===== config.mk =====
export PLATFORM = sky130hd
export DESIGN_NAME = load_store_unit
export DESIGN_NICKNAME = d
export VERILOG_FILES = /design/src/rtl/load_store_unit.sv
export SDC_FILE = /design/constraint.sdc
export NUM_CORES = 1
export LEC_CHECK = 0
export ABC_CLOCK_PERIOD_IN_PS = 2660
export BUFFER_PORTS_ARGS = -buffer_cell sky130_fd_sc_hd__buf_4
export CELL_PAD_IN_SITES_DETAIL_PLACEMENT = 0
export CELL_PAD_IN_SITES_GLOBAL_PLACEMENT = 1
export CORE_UTILIZATION = 35
export DETAILED_ROUTE_END_ITERATION = 8
export GPL_TIMING_DRIVEN = 1
export PLACE_DENSITY_LB_ADDON = 0.1
export SLEW_MARGIN = 10
export SYNTH_ARGS = -nofsm -noshare
export SYNTH_HDL_FRONTEND = slang
export SYNTH_SLANG_ARGS = --single-unit

===== constraint.sdc =====
create_clock -name clk -period 2.66 [get_ports clk]
set_clock_uncertainty 0.15 [all_clocks]
set_input_delay 0.532 -clock clk [delete_from_list [all_inputs] [get_ports clk]]
set_output_delay 0.532 -clock clk [all_outputs]
set_load 0.01 [all_outputs]

===== src/rtl/load_store_unit.sv =====
// Byte-serial load/store initiator: turns one RISC-V LB/LH/LW/LBU/LHU/SB/SH/SW
// request into single-byte accesses on the byte-wide memory port.
module load_store_unit (
    input  logic        clk,
    input  logic        reset_n,
    input  logic        start,
    input  logic        is_store,
    input  logic [2:0]  funct3,
    input  logic [31:0] base_address,
    input  logic [31:0] store_data,
    output logic        busy,
    output logic        done,
    output logic        error,
    output logic [31:0] load_data,
    output logic [31:0] mem_address,
    output logic [7:0]  mem_write_data,
    output logic        mem_write_enable,
    input  logic [7:0]  mem_read_data
);

    typedef enum logic [1:0] {
        ST_IDLE   = 2'd0,
        ST_ACCESS = 2'd1,
        ST_DONE   = 2'd2
    } state_t;

    state_t      state_r;
    state_t      state_s;
    logic [1:0]  idx_r;
    logic [31:0] addr_r;
    logic [31:0] data_r;
    logic        is_store_r;
    logic [2:0]  funct3_r;
    logic        error_r;
    logic [31:0] buf_r;
    logic [31:0] buf_s;
    logic [31:0] load_data_r;
    logic        illegal_s;
    logic        last_s;

    // Index of the final byte for a width code: B/BU -> 0, H/HU -> 1, W -> 3.
    function automatic logic [1:0] last_index(input logic [2:0] f3);
        case (f3[1:0])
            2'b00:   last_index = 2'd0;
            2'b01:   last_index = 2'd1;
            default: last_index = 2'd3;
        endcase
    endfunction

    function automatic logic [31:0] extend_load(input logic [2:0] f3, input logic [31:0] raw);
        case (f3)
            3'b000:  extend_load = {{24{raw[7]}}, raw[7:0]};
            3'b100:  extend_load = {24'h00_0000, raw[7:0]};
            3'b001:  extend_load = {{16{raw[15]}}, raw[15:0]};
            3'b101:  extend_load = {16'h0000, raw[15:0]};
            default: extend_load = raw;
        endcase
    endfunction

    // Request legality and last-byte detection.
    always_comb begin
        illegal_s = (funct3 == 3'b011) || (funct3[2:1] == 2'b11) || (is_store && funct3[2]);
        last_s    = (idx_r == last_index(funct3_r));
    end

    // Load buffer including the byte arriving this cycle, so the extension at
    // the DONE-entry edge already sees the final byte.
    always_comb begin
        buf_s = buf_r;
        if ((state_r == ST_ACCESS) && !is_store_r) begin
            buf_s[{idx_r, 3'b000} +: 8] = mem_read_data;
        end else begin
            buf_s = buf_r;
        end
    end

    // Next-state logic.
    always_comb begin
        state_s = state_r;
        case (state_r)
            ST_IDLE: begin
                if (start) begin
                    state_s = illegal_s ? ST_DONE : ST_ACCESS;
                end else begin
                    state_s = ST_IDLE;
                end
            end
            ST_ACCESS: begin
                if (last_s) begin
                    state_s = ST_DONE;
                end else begin
                    state_s = ST_ACCESS;
                end
            end
            ST_DONE: state_s = ST_IDLE;
            default: state_s = ST_IDLE;
        endcase
    end

    // State, request latches, byte index, load buffer and result register.
    always_ff @(posedge clk) begin
        if (!reset_n) begin
            state_r     <= ST_IDLE;
            idx_r       <= 2'd0;
            addr_r      <= 32'h0000_0000;
            data_r      <= 32'h0000_0000;
            is_store_r  <= 1'b0;
            funct3_r    <= 3'b000;
            error_r     <= 1'b0;
            buf_r       <= 32'h0000_0000;
            load_data_r <= 32'h0000_0000;
        end else begin
            state_r <= state_s;
            case (state_r)
                ST_IDLE: begin
                    if (start) begin
                        addr_r     <= base_address;
                        data_r     <= store_data;
                        is_store_r <= is_store;
                        funct3_r   <= funct3;
                        idx_r      <= 2'd0;
                        buf_r      <= 32'h0000_0000;
                        error_r    <= illegal_s;
                        if (illegal_s) begin
                            load_data_r <= 32'h0000_0000;
                        end
                    end
                end
                ST_ACCESS: begin
                    idx_r <= idx_r + 2'd1;
                    buf_r <= buf_s;
                    if (last_s) begin
                        load_data_r <= is_store_r ? 32'h0000_0000 : extend_load(funct3_r, buf_s);
                    end
                end
                ST_DONE: begin
                    idx_r <= 2'd0;
                end
                default: begin
                    idx_r <= 2'd0;
                end
            endcase
        end
    end

    // Memory port: address wraps modulo 2^32; write data only driven for stores in ACCESS.
    always_comb begin
        mem_address    = addr_r;
        mem_write_data = 8'h00;
        if (state_r == ST_ACCESS) begin
            mem_address = addr_r + {30'd0, idx_r};
            if (is_store_r) begin
                mem_write_data = data_r[{idx_r, 3'b000} +: 8];
            end else begin
                mem_write_data = 8'h00;
            end
        end else begin
            mem_address = addr_r;
        end
    end

    // reset_n gates the strobe directly so no byte commits on a reset edge.
    assign mem_write_enable = reset_n && (state_r == ST_ACCESS) && is_store_r && !error_r;
    assign busy             = (state_r != ST_IDLE);
    assign done             = (state_r == ST_DONE);
    assign error            = (state_r == ST_DONE) && error_r;
    assign load_data        = load_data_r;

endmodule


; Word level (Yosys, flattened, before mapping)
; Cells that the tools add are included.
[totals]
output_inout_bits = 76
input_bits = 79
elab_cells = 65
reg_bits = 137
[classes]
muxes = 20
n_eq_ne = 12
reduce_logical = 18
shift = 3
addsub = 3
[ops]
columns = operator, n
row1 = $mux 32, 7
row2 = $pmux 32 s2, 2
row3 = $pmux 32 s4, 1
row4 = $add 32x2->32, 1
row5 = $bwmux 32, 1
row6 = $shift 8x7->32 const A, 1
row7 = $shiftx 32x6->8, 1
row8 = $shiftx 8x7->32, 1
row9 = $mux 8, 2
row10 = $pmux 2 s2, 3
row11 = $mux 2, 4
row12 = $neg 5->7, 1
row13 = $eq 3x3->1 const B, 2
row14 = $logic_and 1x1->1, 6
row15 = $ne 2x2->1 const B, 3
row16 = $eq 2x1->1 const B, 2
row17 = $eq 2x2->1 const B, 2
row18 = $logic_not 2->1, 2
row19 = $reduce_and 2->1, 2
row20 = $reduce_and 4->1, 1
row21 = $reduce_bool 2->1, 2
row22 = $eq 3x1->1 const B, 1
row23 = $eq 3x2->1 const B, 1
row24 = $logic_not 3->1, 1
row25 = 4 further kinds, 6

; Depth between registers and ports, before layout
; Gate-level depths: netlist of run 1.
[depth]
ltp_word = 8
depth_mapped = 10
depth_no_buf = 8

; Worst setup path after synthesis of run 1
; OpenSTA, ideal clock, no wires.
[synth_timing]
path_type = reg-to-output
start = register idx_r[1]
end = output port mem_address[28]
path_slack_ns = -0.264
arrival_ns = 2.242
t_required_ns = 1.978
path_stages_with_launch = 9
path_buffers = 1
cell_sequence = dfxtp_1 buf_2 inv_1 fa_1 and4b_1 nand4_1 or2_2 nor3_2 xor2_1
[synth_via]
elab_chain_len = 2
[synth_rtl]
columns = item, line
row1 = from (decl), 29  ; logic [1:0] idx_r;
row2 = from (signal assigned), 130  ; idx_r <= idx_r + 2'd1;
row3 = $add 32x2->32, 151  ; mem_address = addr_r + {30'd0, idx_r};
row4 = $mux 32, 150  ; if (state_r == ST_ACCESS) begin
row5 = to (decl), 15  ; output logic [31:0] mem_address,
; Every way passes these cells.

; Worst setup path after layout of run 1
[layout_timing]
start = register idx_r[0]
end = output port mem_address[24]
; Same word-level chain as after synthesis.

==> results.json, run 1 <==
{
  "crit_path_start_kind": "flop",
  "drive_gt1_frac": 0.3122,
  "die-area_um2": 18430,
  "avgViaCountPerCell": 5.024,
  "maxSlewHeadroom": 0.5175,
  "holdWs_ns": 0.2045,
  "clock_path_buffers": 2,
  "synthFlopType": "dfxtp_1",
  "die_h_um": 135.8,
  "syn_area_per_cell_um2": 8.174,
  "grt_pass1_wl_um": 29350,
  "finalCritPeriodShare": 1.179,
  "rrSetupSlack_ns": 0.08,
  "synth_top_family_by_area": "simple AND/OR/NAND/NOR gates",
  "crit_end": "mem_address[24]",
  "start_util": 0.3607,
  "antenna_left": 0,
  "drt_iter0_drc": 366,
  "muxShareOfSynthArea": 0.03557,
  "dr_total_vias": 5959,
  "cts_htree_levels": 4,
  "clk_latency_ns": 0.42,
  "status": "finished, violations left",
  "dp_hpwl_um": 12880,
  "timing.fmax_mhz": 318.8,
  "grt_antenna_before_repair": 0,
  "core_um2": 17360,
  "rsz0062_at_grt": "true",
  "syn_nets": 853,
  "syn_area_um2": 6261,
  "cts_tree": "built",
  "vdd_ir_drop_max_mv": 0.4328,
  "path_class": "reg -> out",
  "min_path_type": "in -> reg",
  "synthArstFlopShare": 0,
  "wl_um": 18390,
  "yosysUniqueCellTypes": 50,
  "critical_path_arrival_ns": 2.45,
  "nets": 1036,
  "grt_pass1_vias": 5926,
  "rows": 48,
  "violations": "setup timing",
  "area_delta_synth_final_pct": 40.29,
  "drc": 0,
  "finalSetupViolations": 28,
  "synth_simple_gate_area_frac": 0.2646,
  "synth_cells": 766,
  "clockRootBuffer": "clkbuf_16",
  "cp_max_fo": 4,
  "top_level_ports": 155,
  "synth-xor-area-share": 0.04337,
  "crit_required_ns": 1.98,
  "r2r-start": "idx_r[0]",
  "hold_buffers": 0,
  "drv_slew": 0,
  "r2r-end": "load_data[15]",
  "wl_per_cell_um": 15.51,
  "clk_pin_slew_ns": 0.06,
  "cp-startpoint": "idx_r[0]",
  "fin_tns_setup_ns": -8.608,
  "synth-edff-count": 0,
  "diodes": 0,
  "overflow": 0,
  "grt_max_degree": 60,
  "synth-seq-area-share": 0.4380,
  "synth_compound_area_frac": 0.1637,
  "tightest_slew_ns": 0.7211,
  "crit_path_end_kind": "output port",
  "cts_made_buffers": 17,
  "post-route-worst-setup-slack_ns": -0.4768,
  "drt_pass1_iterations": 4,
  "gp_congestion": 0.8030,
  "grt_usage": 0.2048,
  "period_minus_slack_ns": 3.137,
  "clkSinkCount": 137,
  "p_leak_nw": 3.804,
  "power_density_nw_per_um2": 608.4,
  "cap_violations": 0,
  "ys_ff_latch": 137,
  "die_w_um": 135.8,
  "portBuffers": 154,
  "finalHoldViolations": 0,
  "reg2regPathDepth": 11,
  "synth_fa_ha_area_frac": 0.01719,
  "synth_warnings": 0
}
[cell usage after synthesis, types with 7 or more instances]
master	count	share of area
nand2_1	214	0.13
dfxtp_1	137	0.44
nand3_1	27	0.022
a22o_1	24	0.034
and3_1	28	0.028
nor2_1	36	0.022
inv_1	10	0.0060
o21ai_0	17	0.014
xnor2_1	17	0.024
mux4_2	8	0.029
buf_2	8	0.0064
a2bb2oi_1	14	0.020
ha_1	7	0.014
and2_1	10	0.010
xor2_1	14	0.020
clkbuf_1	35	0.021
a21oi_1	102	0.082
[cell usage in the layout (no fill, tap or decap), types with 3 or more instances in the layout]
cell	synthesis	routed
xnor2_1	17	14
buf_6	0	3
o21ai_1	0	7
a2bb2oi_1	14	14
xnor2_2	0	3
o21ai_0	17	10
xor2_1	14	14
nor2_4	0	5
nand4_1	6	6
and3_1	28	28
bufinv_16	0	3
dfxtp_1	137	132
clkinv_2	0	4
inv_1	10	7
dfxtp_2	0	4
nor3_4	0	5
a21oi_1	102	102
and2_1	10	9
nand2_1	214	213
nor2_1	36	29
ha_1	7	6
buf_4	2	207
clkbuf_16	0	17
clkbuf_8	0	3
nand3_1	27	24
mux4_2	8	8
clkinv_4	0	3
a22o_1	24	24
[worst min path at each step]
stage,from,end,slack [ns],cells after the start
6_report,base_address[17],addr_r[17],0.20,3
5_1_grt,store_data[21],data_r[21],0.19,3
4_1_cts,base_address[17],addr_r[17],0.19,3
3_5_place_dp,data_r[28],data_r[28],0.30,2
3_3_place_gp,data_r[4],data_r[4],0.29,2
2_1_floorplan,data_r[16],data_r[16],0.28,2
[critical path: stages (launching register included)]
cell and delay [ns]:
dfxtp_2 0.35, ha_4 0.14, inv_2 0.04, fa_2 0.33, and4b_2 0.34, nand4_1 0.10, or2_4 0.28, buf_4 0.15
xnor2_2 0.17, buf_4 0.15
[report_power, final]
part           internal [mW]  switching, mW  leakage, nW  total [mW]
Combinational          0.309          0.378         2.39       0.687
Clock                   1.54          0.908        0.298        2.45
Sequential              2.14         0.0693         1.12        2.21
[layer usage]
| layer | part of all wire | GRT usage | routed length (um) |
|---|---|---|---|
| met5 | 0 | 0 | 0 |
| met1 | 0.45 | 0.2535 | 8274 |
| met2 | 0.48 | 0.3387 | 8902 |
| met3 | 0.049 | 0.05350 | 909 |
| met4 | 0.017 | 0.07740 | 306 |
[cell type report]
type                    count  area (um^2)
well taps                 225        281.5
repair buffers            212         1628
inverters                  10        38.79
fillers                  1673         8573
clock buffers              20        466.7
flip-flops and latches    137         2751
clock inverters            11        146.4
multi-input cells         571         3471
[what timing repair did]
item	in CTS	in global routing
pin swaps	11	5
gates resized for setup	35	17
setup buffers	2	4
setup endpoints to repair	52	56
cloned	0	0
[cell families after synthesis]
kind of cell	after synthesis
adder cells (fa/ha/maj)	8
multiplexers	12
XOR/XNOR	31
AO/OA/AOI/OAI	164
buffers and inverters	58
AND/OR/NAND/NOR	356
flip-flops	137
[flip-flops by register name, summed over array words and instances, names as in the netlist]
register,count
funct3_r,3
data_r,32
state_r,2
is_store_r,1
error_r,1
load_data,32
addr_r,32
idx_r,2
buf_r,32
[stage by stage]
step	area (um^2)	setup WS, ns	power [mW]	std cells	util
after floorplan	6281	0.01854	2.598	766	-
after global placement	7925	-0.1569	2.913	1149	0.4566
after detailed placement	7925	-0.2015	2.925	1149	0.4566
after CTS	8697	-0.4895	5.386	1182	0.5011
after global routing	8783	-0.5615	5.565	1186	0.5061
final	8783	-0.4768	5.343	1186	0.5061
Power figures use the tool's default switching activity.
==> run 2: changes to the inputs <==
Settings changed: SETUP_SLACK_MARGIN set to 0.02.
==> results.json, run 2 (synthesis gave the netlist of run 1 again) <==
{
  "status": "finished, violations left",
  "violations": "setup timing",
  "vdd_ir_drop_max_mv": 0.4299,
  "dr_total_vias": 5990,
  "grt_pass1_wl_um": 29460,
  "tightest_slew_ns": 0.6540,
  "wl_met1_um": 8309,
  "crit_family": "simple AND/OR/NAND/NOR gates",
  "min_path_type": "in -> reg",
  "placedCellCount": 1149,
  "clk_pin_slew_ns": 0.06,
  "switching_share": 0.2541,
  "area_delta_synth_final_pct": 44.16,
  "combPwrFrac": 0.133,
  "highest_layer": "met4",
  "final_common_cell": "nand2_1",
  "p_leak_nw": 3.868,
  "crit_cells": 9,
  "drive_gt1_frac": 0.3368,
  "p_clk_frac": 0.456,
  "path_common_cell": "buf_4",
  "fin_cells": 1193,
  "drt_iter0_drc": 348,
  "critPathSlowestCell": "dfxtp_4",
  "finalHoldViolations": 0,
  "wl_um": 18620,
  "whs_endpoint": "addr_r[17]",
  "fin_tns_setup_ns": -7.846,
  "gp_congestion": 0.8030,
  "holdPathStages": 3,
  "r2r-start": "idx_r[0]",
  "drc": 0,
  "clockRootBuffer": "clkbuf_16",
  "pwr-share-seq": 0.411,
  "clock_path_buffers": 2,
  "cap_violations": 0,
  "wl_per_cell_um": 15.60,
  "path_class": "reg -> out",
  "finalCritPeriodShare": 1.185,
  "met3_length_um": 950,
  "rsz0062_at_grt": "true",
  "placed_cell_area_um2": 7925,
  "grt_usage": 0.2057,
  "portBuffers": 154,
  "wl_met2_um": 9011,
  "crit_chain": "ha_4, inv_2, fa_2, and4b_2, nand4_1, or2_4, buf_4, xnor2_2, buf_4",
  "grt_antenna_before_repair": 0,
  "timing.fmax_mhz": 317.4,
  "cp_max_fo": 4,
  "die_h_um": 135.8,
  "drv_slew": 0,
  "grt_pass1_vias": 5950,
  "r2r-end": "load_data[30]",
  "fillCellCount": 1653,
  "cts_made_buffers": 17,
  "start_util": 0.3607,
  "cts_tree": "built",
  "period_minus_slack_ns": 3.151,
  "top_level_ports": 155,
  "p_switching_mw": 1.365,
  "finalPower_mw": 5.371,
  "post-route-worst-setup-slack_ns": -0.4910,
  "crit_required_ns": 1.98,
  "hold_buffers": 0,
  "clkSinkCount": 137,
  "crit_buf_inv": 3,
  "min_from": "base_address[17]",
  "diodes": 0,
  "final_cell_mix": "nand2_1, buf_4, dfxtp_1",
  "layout.cell_area.non_filler_um2": 9026,
  "core_um2": 17360,
  "die-area_um2": 18430,
  "die_w_um": 135.8,
  "grt_max_degree": 60,
  "drt_pass1_iterations": 4,
  "crit_path_end_kind": "output port",
  "rrSetupSlack_ns": 0.05,
  "avgViaCountPerCell": 5.021,
  "critical_path_arrival_ns": 2.47,
  "rows": 48,
  "holdWs_ns": 0.1996,
  "intPower_mw": 4.007,
  "dp_hpwl_um": 12880,
  "power_density_nw_per_um2": 595.1,
  "clk_latency_ns": 0.41,
  "cts_htree_levels": 4,
  "nets": 1043,
  "maxSlewHeadroom": 0.5624,
  "crit_path_start_kind": "flop",
  "cpPeakStageDelay_ns": 0.36,
  "finalSetupViolations": 30,
  "overflow": 0,
  "antenna_left": 0,
  "reg2regPathDepth": 13
}
[run 2: final cells by class]
type                            instances  area (um^2)  share of cell area
Multi-Input combinational cell        571         3600              0.3988
Sequential cell                       137         2759              0.3057
Timing Repair Buffer                  219         1734              0.1921
Clock buffer                           20        466.7             0.05171
Tap cell                              225        281.5             0.03119
Clock inverter                         11        146.4             0.01622
Inverter                               10        38.79            0.004297
[run 2: metal layers]
layer,global-route usage,vias to the layer above
met5,0,-
met4,0.08614,0
met3,0.05350,29
met2,0.3362,151
met1,0.2549,2808
li1,-,3002
[run 2: power by group through the flow]
stage               sequential [mW]  clock (mW)  combinational, mW
floorplan                      2.23           0              0.363
global placement               2.24           0              0.669
detailed placement             2.25           0              0.677
CTS                            2.20        2.49              0.694
global route                   2.22        2.59              0.781
finish                         2.21        2.45              0.713
[run 2: worst register-to-register path, stage by stage, from the launching register on]
cell and delay (ns):
dfxtp_4 0.36, buf_4 0.11, buf_8 0.11, buf_6 0.10, inv_1 0.05, buf_4 0.15
ha_4 0.15, buf_4 0.14, nor4bb_2 0.17, mux2_4 0.29, a221oi_4 0.27, nor3_4 0.08
buf_4 0.18, a22o_1 0.19
[run 2: worst max-delay path by stage]
stage | from | end | slack, ns
2_1_floorplan | idx_r[1] | mem_address[28] | 0.02
5_1_grt | idx_r[0] | mem_address[24] | -0.55
4_1_cts | idx_r[0] | mem_address[28] | -0.49
3_3_place_gp | idx_r[0] | mem_address[10] | -0.16
3_5_place_dp | idx_r[0] | mem_address[12] | -0.20
6_report | idx_r[0] | mem_address[24] | -0.49
[run 2: stage by stage]
stage | setup slack, ns | util
after global routing | -0.5502 | 0.5200
after CTS | -0.4895 | 0.5030
after floorplan | 0.01854 | -
final | -0.4910 | 0.5200
after global placement | -0.1569 | 0.4566
after detailed placement | -0.2015 | 0.4566
[run 2: timing repair]
action,CTS,global route
cloned,1,0
resized for setup,36,53
setup buffers,2,11
pin swaps,11,11
endpoints found under the setup margin,53,61
==> run 3: changes to the inputs <==
Settings changed: TNS_END_PERCENT set to 20.
==> results.json, run 3 (synthesis gave the netlist of run 1 again) <==
{
  "path_class": "reg -> out",
  "cpPeakStageDelay_ns": 0.35,
  "drt_pass1_iterations": 4,
  "combPwrFrac": 0.128,
  "hold_buffers": 0,
  "seq_area_um2": 2751,
  "nets": 1030,
  "avgViaCountPerCell": 5.026,
  "diodes": 0,
  "tightest_slew_ns": 0.7237,
  "min_path_type": "in -> reg",
  "grt_pass1_vias": 5913,
  "maxSlewHeadroom": 0.5157,
  "dr_total_vias": 5931,
  "finalSetupViolations": 28,
  "crit_path_end_kind": "output port",
  "timing.fmax_mhz": 323.4,
  "grt_usage": 0.2045,
  "post-route-worst-setup-slack_ns": -0.4317,
  "final_common_cell": "nand2_1",
  "die_h_um": 135.8,
  "drt_iter0_drc": 316,
  "area_delta_synth_final_pct": 39.15,
  "clockRootBuffer": "clkbuf_16",
  "cts_htree_levels": 4,
  "core_um2": 17360,
  "critPathSlowestCell": "dfxtp_2",
  "die-area_um2": 18430,
  "cp_max_fo": 4,
  "wl_um": 18200,
  "portBuffers": 154,
  "drv_slew": 0,
  "antenna_left": 0,
  "status": "finished, violations left",
  "cap_violations": 0,
  "multi_input_area_um2": 3441,
  "die_w_um": 135.8,
  "critical_path_arrival_ns": 2.41,
  "vdd_ir_drop_max_mv": 0.4324,
  "grt_pass1_wl_um": 29300,
  "clk_latency_ns": 0.42,
  "intPower_mw": 3.989,
  "p_leak_nw": 3.726,
  "clkSinkCount": 137,
  "period_minus_slack_ns": 3.092,
  "layout.cell_area.non_filler_um2": 8712,
  "final_cell_mix": "nand2_1, buf_4, dfxtp_1",
  "finalPower_mw": 5.340,
  "finalHoldViolations": 0,
  "grt_max_degree": 60,
  "finalCritPeriodShare": 1.162,
  "violations": "setup timing",
  "cts_made_buffers": 17,
  "crit_family": "simple AND/OR/NAND/NOR gates",
  "holdWs_ns": 0.2061,
  "rsz0062_at_grt": "true",
  "placedCellCount": 1149,
  "p_switching_mw": 1.351,
  "clk_pin_slew_ns": 0.06,
  "dp_hpwl_um": 12880,
  "crit_required_ns": 1.98,
  "power_density_nw_per_um2": 613.0,
  "pwr-share-seq": 0.413,
  "wl_per_cell_um": 15.42,
  "fin_cells": 1180,
  "drc": 0,
  "grt_antenna_before_repair": 0,
  "top_level_ports": 155,
  "overflow": 0,
  "crit_chain": "ha_4, inv_2, fa_2, and4b_2, nand4_1, or2_4, nor3_2, xor2_1, buf_4",
  "rows": 48,
  "placed_cell_area_um2": 7925,
  "p_clk_frac": 0.459,
  "switching_share": 0.2529,
  "crit_path_start_kind": "flop",
  "fin_tns_setup_ns": -8.072,
  "gp_congestion": 0.8030,
  "start_util": 0.3607,
  "drive_gt1_frac": 0.3058,
  "crit_buf_inv": 2,
  "cts_tree": "built",
  "clock_path_buffers": 2,
  "fillCellCount": 1688
}
## run 3: through the flow
| stage | util | setup slack (ns) |
|---|---|---|
| 2_1_floorplan | - | 0.01854 |
| 6_report | 0.5019 | -0.4317 |
| 5_1_grt | 0.5019 | -0.5557 |
| 3_3_place_gp | 0.4566 | -0.1569 |
| 3_5_place_dp | 0.4566 | -0.2015 |
| 4_1_cts | 0.4997 | -0.4895 |
## run 3: path summary, 6_finish.rpt
check                                 startpoint              end  slack (ns)  cells after the start
worst max register to register          idx_r[0]    load_data[15]        0.10                     11
worst max-delay path                    idx_r[0]  mem_address[28]       -0.43                      9
worst min-delay path            base_address[17]       addr_r[17]        0.21                      3
worst min register to register         buf_r[30]        buf_r[30]        0.30                      2
## run 3: power by group through the flow
stage / Combinational (mW) / Clock, mW / Sequential, mW
after global routing: 0.753 / 2.59 / 2.21
after global placement: 0.669 / 0 / 2.24
final: 0.685 / 2.45 / 2.20
after floorplan: 0.363 / 0 / 2.23
after detailed placement: 0.677 / 0 / 2.25
after CTS: 0.686 / 2.49 / 2.20
## run 3: area by class of cell
class / count / area share
Inverter: 10 / 0.004452
Sequential cell: 137 / 0.3158
Clock inverter: 11 / 0.01680
Multi-Input combinational cell: 571 / 0.3949
Tap cell: 225 / 0.03231
Clock buffer: 20 / 0.05357
Timing Repair Buffer: 206 / 0.1821
## run 3: worst min-delay path, stage by stage
cell,delay [ns]
buf_4,0.11
nand2_1,0.04
a21oi_1,0.05
## run 3: metal layers
layer / global-route usage / wire length [um]
met1: 0.2544 / 8116
met2: 0.3356 / 8867
met3: 0.05350 / 948
met4: 0.07928 / 269
met5: 0 / 0
## run 3: what timing repair did
action                     CTS  global route
resized for setup           33            15
buffers inserted             0             0
pin swaps                   10             7
setup endpoints to repair   53            60
